[src/rtl/demo_de0_sys_rl_source_adapter.sv]
// rtl/demo_de0_sys_rl_source_adapter.sv - Avalon-ST source-side ready-latency adapter
//
// Buffers beats from a readyLatency-0 upstream source in a DEPTH-entry FIFO and
// drives a downstream sink with readyLatency = READY_LATENCY. A beat leaves only
// in the cycle exactly READY_LATENCY cycles after the sink raised out_ready.
//
// Ports:
//   clk            system clock, rising edge
//   reset          synchronous active-high reset
//   in_valid       upstream beat valid
//   in_ready       upstream ready (= !full)
//   in_data        upstream payload
//   out_ready      downstream ready (readyLatency READY_LATENCY)
//   out_valid      downstream beat valid
//   out_data       downstream payload
//   fill_level     FIFO occupancy, 0..DEPTH
//   stats_clear    (DEMO_RL_SOURCE_STATS_EN only) clears underrun_count
//   underrun_count (DEMO_RL_SOURCE_STATS_EN only) saturating count of lost slots
//
// Optional feature macro: DEMO_RL_SOURCE_STATS_EN

module demo_de0_sys_rl_source_adapter #(
    parameter int DATA_WIDTH    = 32,
    parameter int DEPTH         = 8,
    parameter int ADDR_WIDTH    = 3,
    parameter int READY_LATENCY = 2
) (
    input  logic                  clk,
    input  logic                  reset,
    input  logic                  in_valid,
    output logic                  in_ready,
    input  logic [DATA_WIDTH-1:0] in_data,
    input  logic                  out_ready,
    output logic                  out_valid,
    output logic [DATA_WIDTH-1:0] out_data,
`ifdef DEMO_RL_SOURCE_STATS_EN
    input  logic                  stats_clear,
    output logic [15:0]           underrun_count,
`endif
    output logic [ADDR_WIDTH:0]   fill_level
);

    if (READY_LATENCY < 1 || READY_LATENCY > 4) begin : g_bad_rl
        $error("demo_de0_sys_rl_source_adapter: READY_LATENCY must be 1..4");
    end
    if (DEPTH != (1 << ADDR_WIDTH)) begin : g_bad_depth
        $error("demo_de0_sys_rl_source_adapter: DEPTH must equal 2**ADDR_WIDTH");
    end

    logic [DATA_WIDTH-1:0]    mem [DEPTH];
    logic [ADDR_WIDTH-1:0]    wr_addr;
    logic [ADDR_WIDTH-1:0]    rd_addr;
    logic [ADDR_WIDTH-1:0]    wr_next;
    logic [ADDR_WIDTH-1:0]    rd_next;
    logic [ADDR_WIDTH-1:0]    ptr_diff;
    logic                     full;
    logic                     empty;
    logic [READY_LATENCY-1:0] rdy_sr;
    logic                     rdy_d;
    logic                     push;
    logic                     pop;

    // Last delay stage is out_ready as the sink saw it READY_LATENCY cycles ago;
    // that is the only cycle in which the sink is obliged to take a beat.
    assign rdy_d     = rdy_sr[READY_LATENCY-1];
    assign out_valid = rdy_d && !empty;
    assign out_data  = mem[rd_addr];
    assign in_ready  = !full;

    assign push    = in_valid && !full;
    assign pop     = out_valid;
    assign wr_next = wr_addr + ADDR_WIDTH'(1);
    assign rd_next = rd_addr + ADDR_WIDTH'(1);

    // Pointers alias when full, so the full flag overrides the difference.
    assign ptr_diff   = wr_addr - rd_addr;
    assign fill_level = full ? (ADDR_WIDTH+1)'(DEPTH) : {1'b0, ptr_diff};

    always_ff @(posedge clk) begin
        if (reset) begin
            rdy_sr <= '0;
        end else begin
            rdy_sr[0] <= out_ready;
            for (int k = 1; k < READY_LATENCY; k++) begin
                rdy_sr[k] <= rdy_sr[k-1];
            end
        end
    end

    always_ff @(posedge clk) begin
        if (reset) begin
            wr_addr <= '0;
            rd_addr <= '0;
            full    <= 1'b0;
            empty   <= 1'b1;
        end else begin
            if (push) begin
                wr_addr <= wr_next;
            end
            if (pop) begin
                rd_addr <= rd_next;
            end
            // A simultaneous push and pop leaves occupancy, and so both flags, alone.
            if (push && !pop) begin
                empty <= 1'b0;
                if (wr_next == rd_addr) begin
                    full <= 1'b1;
                end
            end else if (pop && !push) begin
                full <= 1'b0;
                if (rd_next == wr_addr) begin
                    empty <= 1'b1;
                end
            end
        end
    end

    // Storage carries no reset; stale contents are never visible while empty.
    always_ff @(posedge clk) begin
        if (push && !reset) begin
            mem[wr_addr] <= in_data;
        end
    end

`ifdef DEMO_RL_SOURCE_STATS_EN
    // Counts slots the sink offered while nothing was buffered.
    always_ff @(posedge clk) begin
        if (reset || stats_clear) begin
            underrun_count <= '0;
        end else if (rdy_d && empty && underrun_count != 16'hFFFF) begin
            underrun_count <= underrun_count + 16'd1;
        end
    end
`endif

endmodule
[config.mk]
export PLATFORM = sky130hd
export DESIGN_NAME = demo_de0_sys_rl_source_adapter
export DESIGN_NICKNAME = d
export VERILOG_FILES = /design/src/rtl/demo_de0_sys_rl_source_adapter.sv
export SDC_FILE = /design/constraint.sdc
export NUM_CORES = 1
export LEC_CHECK = 0
export CAP_MARGIN = 20
export CORE_MARGIN = 1.5
export CORE_UTILIZATION = 50
export DETAILED_ROUTE_END_ITERATION = 7
export PLACE_DENSITY = 0.82
export SYNTH_ARGS = -nofsm -noshare
export SYNTH_HDL_FRONTEND = slang
export SYNTH_SLANG_ARGS = --single-unit
[constraint.sdc]
create_clock -name clk -period 4.15 [get_ports clk]
set_input_delay 0.415 -clock clk [delete_from_list [all_inputs] [get_ports clk]]
set_output_delay 0.415 -clock clk [all_outputs]
set_load 0.02 [all_outputs]
==> results.tsv, run 1 <==
stage	metric	value	unit
route	wl_per_cell	22.1	µm
finish	n_antenna_cell	0	
timing	fmax	0.293	GHz
yosys	synth_area_leader_cell	edfxtp_1	
pwr	switchingPower	1.10	mW
setup_path	worstPathMaxFanout	40	
die	core	20400	µm²
timing	clock_skew	0.0139	ns
yosys	netlist_area	10500	µm²
yosys	ys_dominant_reg_cell	edfxtp_1	
yosys	synth_cells	448	
flow_run	cap_violations	0	
finish	final_common_cell	edfxtp_1	
setup_path	crit_type	reg -> out	
die	start_util	51.4	%
grt	grt.overflow.total	0	
min_path	hold_depth	1	
pwr	powerDensity	442	nW/µm²
yosys	synth-edff-count	256	
finish	layout_common_cells	256 x edfxtp_1, 73 x clkdlybuf4s50_1, 40 x mux4_1	
clock_network	cts_made_buffers	26	
place	port_buffers	73	
place	dpl_cell_area	11600	µm²
outcome	outcome	finished, final reports clean	
die	rows	52	
min_path	hp-start	rdy_sr[0]$_SDFF_PP0_	
finish	final_cells	832	
min_path	min_to	rdy_sr[1]$_SDFF_PP0_	
setup_path	rr_endpoint	mem[1][26]$_DFFE_PP_	
yosys	yosysTopAreaCellShare	73.5	%
setup_path	path_cells	buf_12, mux4_1, mux2_2, clkdlybuf4s50_1	
finish	drive_gt1_share	20.8	%
die	ios	74	
place	dp.cells	784	
route	first_iter_violations	270	
pwr	internal-power	4.36	mW
setup_path	worstSetupStartpointType	flop	
timing	slew_headroom	33.7	%
clock_network	h-tree-depth	1	
yosys	ys_seq_area_share	76.0	%
setup_path	cp_data_arrival_time	3.00	ns
clock_network	clk_pin_slew	0.06	ns
route	routed_wl	18400	µm
setup_path	cpPeakStageDelay	0.64	ns
die	die_area	21800	µm²
pwr	leakage	3.89	nW
finish	seqCellArea	7950	µm²
route	drc	0	
timing	tightest_slew	0.995	ns
place	dp_hpwl	10300	µm
grt	antenna_found_initial	0	
timing	timing.final.hold_violations	0	
finish	multi_input_area	2390	µm²
yosys	synth.net_count	490	
route	vias	4612	
die	die_h	148	µm
setup_path	cp.required	3.73	ns
grt	grt_pass1_vias	4880	
pwr	power_frac_seq	56.0	%
grt	grt_pass1_wl	28400	µm
timing	setup_viol	0	
setup_path	cp-end-kind	primary output	
yosys	syn_avg_cell_area	23.4	µm²
clock_network	cts_tree	built	
finish	final_nets	584	
setup_path	cpMaxStageDelayCell	dfxtp_4	
timing	min_period	3.41	ns
place	pre_cts_ws	1.22	ns
clock_network	cts.sinks	269	
clock_network	worstSkewPairLatency	0.52	ns
min_path	holdCritPathClass	reg -> reg	
grt	grt_usage	17.5	%
yosys	synth_warnings	0	
finish	final_area	12300	µm²
route	drt_pass1_iterations	5	
route	via_per_inst	5.54	
timing	rsz0062_at_grt	no	
setup_path	ff2ff_path_depth	4	
pwr	pwr-share-clk	38.5	%
clock_network	postCtsHoldBufs	0	
clock_network	root_buffer	clkbuf_16	
timing	setup_slack	0.739	ns
clock_network	clock_path_buffers	3	
pwr	pwr-share-comb	5.4	%
route	ant_nets	0	
pwr	switching_share	20.1	%
timing	drv_slew	0	
finish	fillers	1389	
yosys	synth_area_leaders	edfxtp_1 73%, mux4_1 10%, mux4_2 5.2%, mux2_2 3.4%, dfxtp_1 2.5%	
pwr	vdd_drop_max	380	µV
die	fp.dieW	148	µm
yosys	yosys.cell_types.count	28	
setup_path	rr_startpoint	full$_SDFFE_PP0P_	
clock_network	cts_resized	0	
grt	grt_max_degree	41	
place	gp_congestion	0.730	
yosys	async_reset_ff_share	0	%
finish	syn_to_final_growth	17.9	%
yosys	ys_ff_latch	269	
clock_network	post_cts_buffers	0	
timing	min_period_over_period	82.2	%
setup_path	r2r_slack	1.94	ns
-- worst max-delay path: cells and delay by family, from the launching register on --
kind,cells,cell delay [ns]
multiplexers,2,0.91
buffers and inverters,2,0.87
flip-flops,1,0.64
-- final cells by class --
type | instances | share of cell area (%)
clock inverter | 13 | 0.467
inverter | 6 | 0.183
multi-input combinational | 149 | 19.4
tap | 270 | 2.74
timing repair buffer | 90 | 7.06
sequential | 269 | 64.5
clock buffer | 35 | 5.72
-- layer usage --
metal / share of wire, % / global-route usage, % / vias up / routed length, µm
met1: 42 / 23.2 / 2397 / 7810
li1: - / - / 2089 / -
met5: 0 / 0 / - / 0
met2: 52 / 30.8 / 97 / 9510
met4: 1.8 / 4.05 / 0 / 337
met3: 4.0 / 2.81 / 29 / 732
-- synth_stat cells, types with 5 or more instances --
cell type	instances
clkbuf_1	6
mux4_2	24
buf_2	6
nor2b_1	6
buf_6	7
nor2_1	11
mux4_1	40
mux2_2	32
edfxtp_1	256
ha_1	5
dfxtp_1	13
xnor2_1	6
inv_1	6
-- cell families after synthesis --
family                     count (synthesis)  share of synthesized area, %
AOI/OAI and AO/OA                          3                         0.179
DFF                                      269                          76.0
xor gates and xnor gates                  10                         0.837
adders and majority gates                  6                         0.789
muxes                                     98                          18.8
buffers and inverters                     30                          1.69
and+or+nand+nor                           32                          1.69
-- how the worst max path moves through the flow --
stage          startpoint                  end  slack, ns
6_report             flop         out_data[16]       0.74
5_1_grt              flop         out_data[27]       0.61
4_1_cts              flop         out_data[27]       0.66
3_5_place_dp         flop         out_data[27]       1.22
3_3_place_gp         flop         out_data[27]       1.27
2_1_floorplan    in_valid  mem[0][0]$_DFFE_PP_      -0.31
-- power by group through the flow --
stage	clock [mW]	sequential [mW]	combinational, mW
finish	2.10	3.05	0.297
global route	2.25	3.06	0.319
CTS	2.15	3.05	0.302
detailed placement	0	3.11	0.300
global placement	0	3.11	0.291
floorplan	0	3.10	0.151
-- flip-flops by register name, indices dropped and copies added, names as in the netlist, named ones only --
name	cells
empty	1
full	1
mem	256
rd_addr	3
rdy_sr	2
wr_addr	3
-- metrics by stage --
step | total power [mW] | util, % | TNS (ns) | hold slack [ns]
6_report | 5.45 | 60.6 | 0 | 0.440
5_1_grt | 5.63 | 60.6 | 0 | 0.462
4_1_cts | 5.51 | 60.6 | 0 | 0.439
3_5_place_dp | 3.41 | 56.8 | 0 | 0.438
3_3_place_gp | 3.40 | 56.8 | 0 | 0.425
2_1_floorplan | 3.25 | - | -39.75 | 0.414
Note: power is estimated with default switching activity, not from simulation.
==> run 2, diff against run 1 <==
- PLACE_DENSITY: 0.82 -> 0.8
- clock period: 4.15 -> 3.3 ns (I/O delays scaled with it)
==> results.tsv, run 2 (same netlist as run 1, synthesis figures left out) <==
stage	metric	value	unit	change
place	dp_hpwl	11400	µm	was 10300 µm
place	dp.cells	790		was 784
finish	final_common_cell	edfxtp_1		unchanged
pwr	vdd_drop_max	446	µV	was 380 µV
timing	tightest_slew	0.553	ns	was 0.995 ns
timing	rsz0062_at_grt	no		unchanged
pwr	switchingPower	1.39	mW	was 1.10 mW
min_path	holdCritPathClass	in -> reg		was reg -> reg
setup_path	rr_endpoint	full$_SDFFE_PP0P_		was mem[1][26]$_DFFE_PP_
clock_network	clk_pin_slew	0.06	ns	about the same
clock_network	root_buffer	clkbuf_16		unchanged
place	gp_congestion	0.706		was 0.730
finish	final_cells	840		was 832
setup_path	ff2ff_path_depth	4		unchanged
timing	fin_hold_ws	0.362	ns	was 0.440 ns
setup_path	cp_data_arrival_time	2.72	ns	was 3.00 ns
timing	min_period	3.05	ns	
finish	largest_reg_flops	256		unchanged
route	wl_per_cell	23.0	µm	was 22.1 µm
pwr	internal-power	5.62	mW	was 4.36 mW
route	drc	0		unchanged
timing	clock_skew	0.0103	ns	was 0.0139 ns
setup_path	r2r_slack	1.25	ns	was 1.94 ns
setup_path	cpMaxStageDelayCell	mux4_1		was dfxtp_4
setup_path	worstPathMaxFanout	22		was 40
route	first_iter_violations	319		was 270
clock_network	cts.sinks	269		unchanged
finish	drive_gt1_share	22.5	%	was 20.8%
timing	setup_slack	0.246	ns	was 0.739 ns
timing	slew_headroom	63.2	%	was 33.7%
outcome	outcome	finished, final reports clean		unchanged
grt	antenna_found_initial	2		was 0
clock_network	worstSkewPairLatency	0.52	ns	about the same
pwr	power_frac_seq	54.8	%	was 56.0%
setup_path	worstSetupStartpointType	flop		unchanged
finish	final_nets	591		was 584
setup_path	cp-end-kind	primary output		unchanged
timing	setup_viol	0		unchanged
finish	seqCellArea	7950	µm²	unchanged
setup_path	path_cells	buf_12, mux4_1, mux2_2, clkdlybuf4s50_1		unchanged
grt	grt.overflow.total	0		unchanged
timing	fmax	0.327	GHz	
die	start_util	51.4	%	unchanged
die	die_h	148	µm	unchanged
setup_path	cpPeakStageDelay	0.58	ns	was 0.64 ns
pwr	powerDensity	562	nW/µm²	was 442 nW/µm²
die	die_area	21800	µm²	unchanged
route	drt_pass1_iterations	4		was 5
finish	layout_common_cells	256 x edfxtp_1, 73 x clkdlybuf4s50_1, 40 x mux4_1		unchanged
place	pre_cts_ws	0.615	ns	was 1.22 ns
grt	grt_usage	18.1	%	was 17.5%
setup_path	crit_type	reg -> out		unchanged
grt	grt_pass1_vias	5024		was 4880
timing	min_period_over_period	92.6	%	
grt	grt_pass1_wl	29300	µm	was 28400 µm
finish	largestRegisters	mem x256, rd_addr x3, wr_addr x3		unchanged
die	ios	74		unchanged
clock_network	clock_path_buffers	3		unchanged
setup_path	endpoint	out_data[23]		was out_data[16]
route	vias	4769		was 4612
route	routed_wl	19300	µm	was 18400 µm
grt	grt_max_degree	35		was 41
route	ant_nets	0		unchanged
pwr	pwr-share-clk	39.7	%	was 38.5%
die	core	20400	µm²	unchanged
pwr	switching_share	19.8	%	was 20.1%
timing	drv_slew	0		unchanged
setup_path	rr_startpoint	wr_addr[1]$_SDFFE_PP0N_		was full$_SDFFE_PP0P_
flow_run	cap_violations	0		unchanged
place	port_buffers	73		unchanged
finish	syn_to_final_growth	19.2	%	was 17.9%
finish	multi_input_area	2390	µm²	unchanged
die	fp.dieW	148	µm	unchanged
pwr	pwr-share-comb	5.5	%	was 5.4%
clock_network	h-tree-depth	1		unchanged
timing	fin_tns_setup	0	ns	unchanged
timing	timing.final.hold_violations	0		unchanged
clock_network	cts_made_buffers	26		unchanged
pwr	leakage	3.96	nW	was 3.89 nW
setup_path	cp.required	2.97	ns	was 3.73 ns
route	via_per_inst	5.68		was 5.54
die	rows	52		unchanged
finish	largest_register	mem		unchanged
clock_network	cts_tree	built		unchanged
finish	fillers	1360		was 1389
[run 2: worst max-delay path: cells and delay by family, from the launching register on]
kind,cells,cell delay [ns]
flip-flops,1,0.51
buffers and inverters,2,0.79
multiplexers,2,0.90
[run 2: area by class of cell]
class / instances / share of cell area (%)
diodes: 1 / 0.0201
inverters: 6 / 0.181
clock buffers: 40 / 5.97
repair buffers: 97 / 7.66
well taps: 270 / 2.71
clock inverters: 8 / 0.542
flip-flops and latches: 269 / 63.8
multi-input cells: 149 / 19.1
[run 2: per-layer routing]
metal,wire [µm],GRT usage [%],part of all wire [%]
met1,7570,23.8,39
met2,9940,30.7,51
met3,1330,2.90,6.9
met4,499,6.95,2.6
met5,0,0,0
[run 2: what timing repair did]
item / 4_1_cts / 5_1_grt
buffers inserted: 0 / 1
resized for setup: 0 / 0
setup endpoints to repair: 0 / 1
hold buffers: 0 / 0
[run 2: per-stage QoR]
step / total power, mW / util, % / area [µm²]
2_1_floorplan: 4.09 / - / 10500
4_1_cts: 7.06 / 61.2 / 12500
6_report: 7.01 / 61.2 / 12500
3_5_place_dp: 4.30 / 57.2 / 11600
3_3_place_gp: 4.28 / 57.2 / 11600
5_1_grt: 7.21 / 61.2 / 12500
[run 2: worst min-delay path by stage]
stage,start,end,slack (ns),depth (start not counted)
final,out_ready,rdy_sr[0]$_SDFF_PP0_,0.36,2
after global routing,out_ready,rdy_sr[0]$_SDFF_PP0_,0.36,2
after CTS,out_ready,rdy_sr[0]$_SDFF_PP0_,0.35,2
after detailed placement,rdy_sr[0]$_SDFF_PP0_,rdy_sr[1]$_SDFF_PP0_,0.43,1
after global placement,rdy_sr[0]$_SDFF_PP0_,rdy_sr[1]$_SDFF_PP0_,0.42,1
after floorplan,rdy_sr[0]$_SDFF_PP0_,rdy_sr[1]$_SDFF_PP0_,0.41,1
[run 2: power by group through the flow]
stage          clock (mW)  sequential (mW)  combinational, mW
2_1_floorplan           0             3.90              0.190
5_1_grt              2.95             3.84              0.410
6_report             2.79             3.84              0.386
3_3_place_gp            0             3.91              0.373
3_5_place_dp            0             3.91              0.386
4_1_cts              2.83             3.84              0.389
==> run 3, diff against run 2 <==
- GPL_TIMING_DRIVEN: unset -> 0
- SETUP_SLACK_MARGIN: unset -> 0.5
==> results.tsv, run 3 (same netlist as run 1, synthesis figures left out) <==
stage	metric	value	unit	change
timing	drv_slew	0		unchanged
route	drc	0		unchanged
grt	antenna_found_initial	1		was 2
die	rows	52		unchanged
die	core	20400	µm²	unchanged
clock_network	cts.sinks	269		unchanged
clock_network	cts_made_buffers	27		was 26
finish	syn_to_final_growth	21.6	%	was 19.2%
min_path	holdCritPathClass	in -> reg		unchanged
finish	n_antenna_cell	0		was 1
outcome	outcome	finished, final reports clean		unchanged
finish	largest_register	mem		unchanged
setup_path	cp_data_arrival_time	2.42	ns	was 2.72 ns
clock_network	root_buffer	clkbuf_16		unchanged
pwr	switchingPower	1.43	mW	was 1.39 mW
route	routed_wl	20500	µm	was 19300 µm
timing	clock_skew	0.00915	ns	was 0.0103 ns
route	via_per_inst	5.64		was 5.68
pwr	leakage	4.13	nW	was 3.96 nW
die	fp.dieW	148	µm	unchanged
pwr	vdd_drop_max	462	µV	was 446 µV
grt	grt_usage	19.4	%	was 18.1%
route	wl_per_cell	24.0	µm	was 23.0 µm
clock_network	cts_tree	built		unchanged
finish	largest_reg_flops	256		unchanged
route	vias	4826		was 4769
clock_network	clk_pin_slew	0.06	ns	about the same
timing	tightest_slew	0.923	ns	was 0.553 ns
die	start_util	51.4	%	unchanged
place	port_buffers	72		was 73
setup_path	cp.required	2.97	ns	about the same
pwr	pwr-share-clk	39.4	%	was 39.7%
clock_network	h-tree-depth	1		unchanged
setup_path	cp-end-kind	primary output		unchanged
grt	grt.overflow.total	0		unchanged
die	ios	74		unchanged
flow_run	cap_violations	0		unchanged
timing	fmax	0.364	GHz	was 0.327 GHz
route	ant_nets	0		unchanged
place	gp_congestion	0.764		was 0.706
route	drt_pass1_iterations	4		unchanged
setup_path	r2r_slack	0.78	ns	was 1.25 ns
pwr	pwr-share-comb	5.8	%	was 5.5%
setup_path	crit_type	reg -> out		unchanged
route	first_iter_violations	292		was 319
setup_path	worstPathMaxFanout	10		was 22
timing	slew_headroom	38.3	%	was 63.2%
finish	fillers	1302		was 1360
pwr	switching_share	20.5	%	was 19.8%
die	die_area	21800	µm²	unchanged
pwr	powerDensity	549	nW/µm²	was 562 nW/µm²
finish	layout_common_cells	256 x edfxtp_1, 39 x mux4_1, 38 x clkdlybuf4s50_1		was 256 x edfxtp_1, 73 x clkdlybuf4s50_1, 40 x mux4_1
finish	final_area	12700	µm²	was 12500 µm²
place	dpl_cell_area	11900	µm²	was 11600 µm²
finish	largestRegisters	mem x256, rd_addr x3, wr_addr x3		unchanged
setup_path	worstSetupStartpointType	flop		unchanged
die	die_h	148	µm	unchanged
clock_network	clock_path_buffers	3		unchanged
finish	drive_gt1_share	23.4	%	was 22.5%
timing	min_period	2.75	ns	was 3.05 ns
timing	setup_viol	0		unchanged
timing	min_period_over_period	83.3	%	was 92.6%
clock_network	worstSkewPairLatency	0.53	ns	was 0.52 ns
min_path	hold_depth	2		unchanged
timing	timing.final.hold_violations	0		unchanged
finish	final_nets	609		was 591
grt	grt_max_degree	23		was 35
setup_path	ff2ff_path_depth	4		unchanged
grt	grt_pass1_vias	5193		was 5024
pwr	power_frac_seq	54.8	%	about the same
place	dp_hpwl	13100	µm	was 11400 µm
pwr	internal-power	5.56	mW	was 5.62 mW
clock_network	postCtsHoldBufs	0		unchanged
timing	fin_tns_setup	0	ns	unchanged
timing	rsz0062_at_grt	yes		was no
grt	grt_pass1_wl	31000	µm	was 29300 µm
finish	final_common_cell	edfxtp_1		unchanged
[run 3: cell count changes in the layout (fill, tap and decap cells not counted), moves of 8 or more]
cell / change
buf_8: +13
dlygate4sd2_1: +29
clkinv_1: +8
buf_4: -14
clkdlybuf4s50_1: -35
[run 3: timing repair]
action | CTS | global route
gates resized for setup | 48 | 14
setup endpoints to repair | 35 | 26
buffers inserted | 0 | 0
[run 3: metal layers]
layer  GRT usage [%]  share of wire, %  up-vias
met5               0             0.063        -
met4            4.85               1.7        2
met3            2.93               7.1       33
met2            34.2                52      173
met1            25.6                40     2477
li1                -                 -     2141
[run 3: final cells by class]
type                            instances  area (µm²)  area share (%)
Sequential cell                       269        7950            62.5
Multi-Input combinational cell        149        2430            19.1
Timing Repair Buffer                   90         977            7.68
Clock buffer                           32         694            5.46
Tap cell                              270         338            2.66
Buffer                                 24         216            1.70
Clock inverter                         15        96.3           0.757
Inverter                                6        22.5           0.177
[run 3: final timing paths]
check                          to                    start
max                  out_data[24]                     flop
min          rdy_sr[0]$_SDFF_PP0_                    reset
max reg2reg  mem[2][12]$_DFFE_PP_  wr_addr[1]$_SDFFE_PP0N_
min reg2reg  rdy_sr[1]$_SDFF_PP0_     rdy_sr[0]$_SDFF_PP0_
[run 3: per-stage QoR]
stage / hold slack (ns) / util (%) / setup WS (ns) / std cells / power, mW
finish: 0.244 / 62.5 / 0.550 / 855 / 6.99
global route: 0.280 / 62.5 / 0.487 / 855 / 7.18
CTS: 0.224 / 62.3 / 0.270 / 855 / 7.04
detailed placement: 0.449 / 58.5 / 0.322 / 808 / 4.33
global placement: 0.427 / 56.7 / -2.19 / 790 / 4.27
floorplan: 0.414 / - / 0.226 / 448 / 4.09
[run 3: power groups by stage]
stage	Sequential, mW	Combinational, mW	Clock [mW]
floorplan	3.90	0.196	0
global placement	3.90	0.374	0
detailed placement	3.90	0.426	0
CTS	3.83	0.409	2.80
global route	3.83	0.433	2.91
finish	3.83	0.406	2.75
[run 3: worst max-delay path, cell delays in order, from the launching register on]
cell and delay, ns:
dfxtp_1 0.35, buf_12 0.17, buf_8 0.18, mux4_1 0.57, mux2_2 0.29, dlygate4sd2_1 0.33
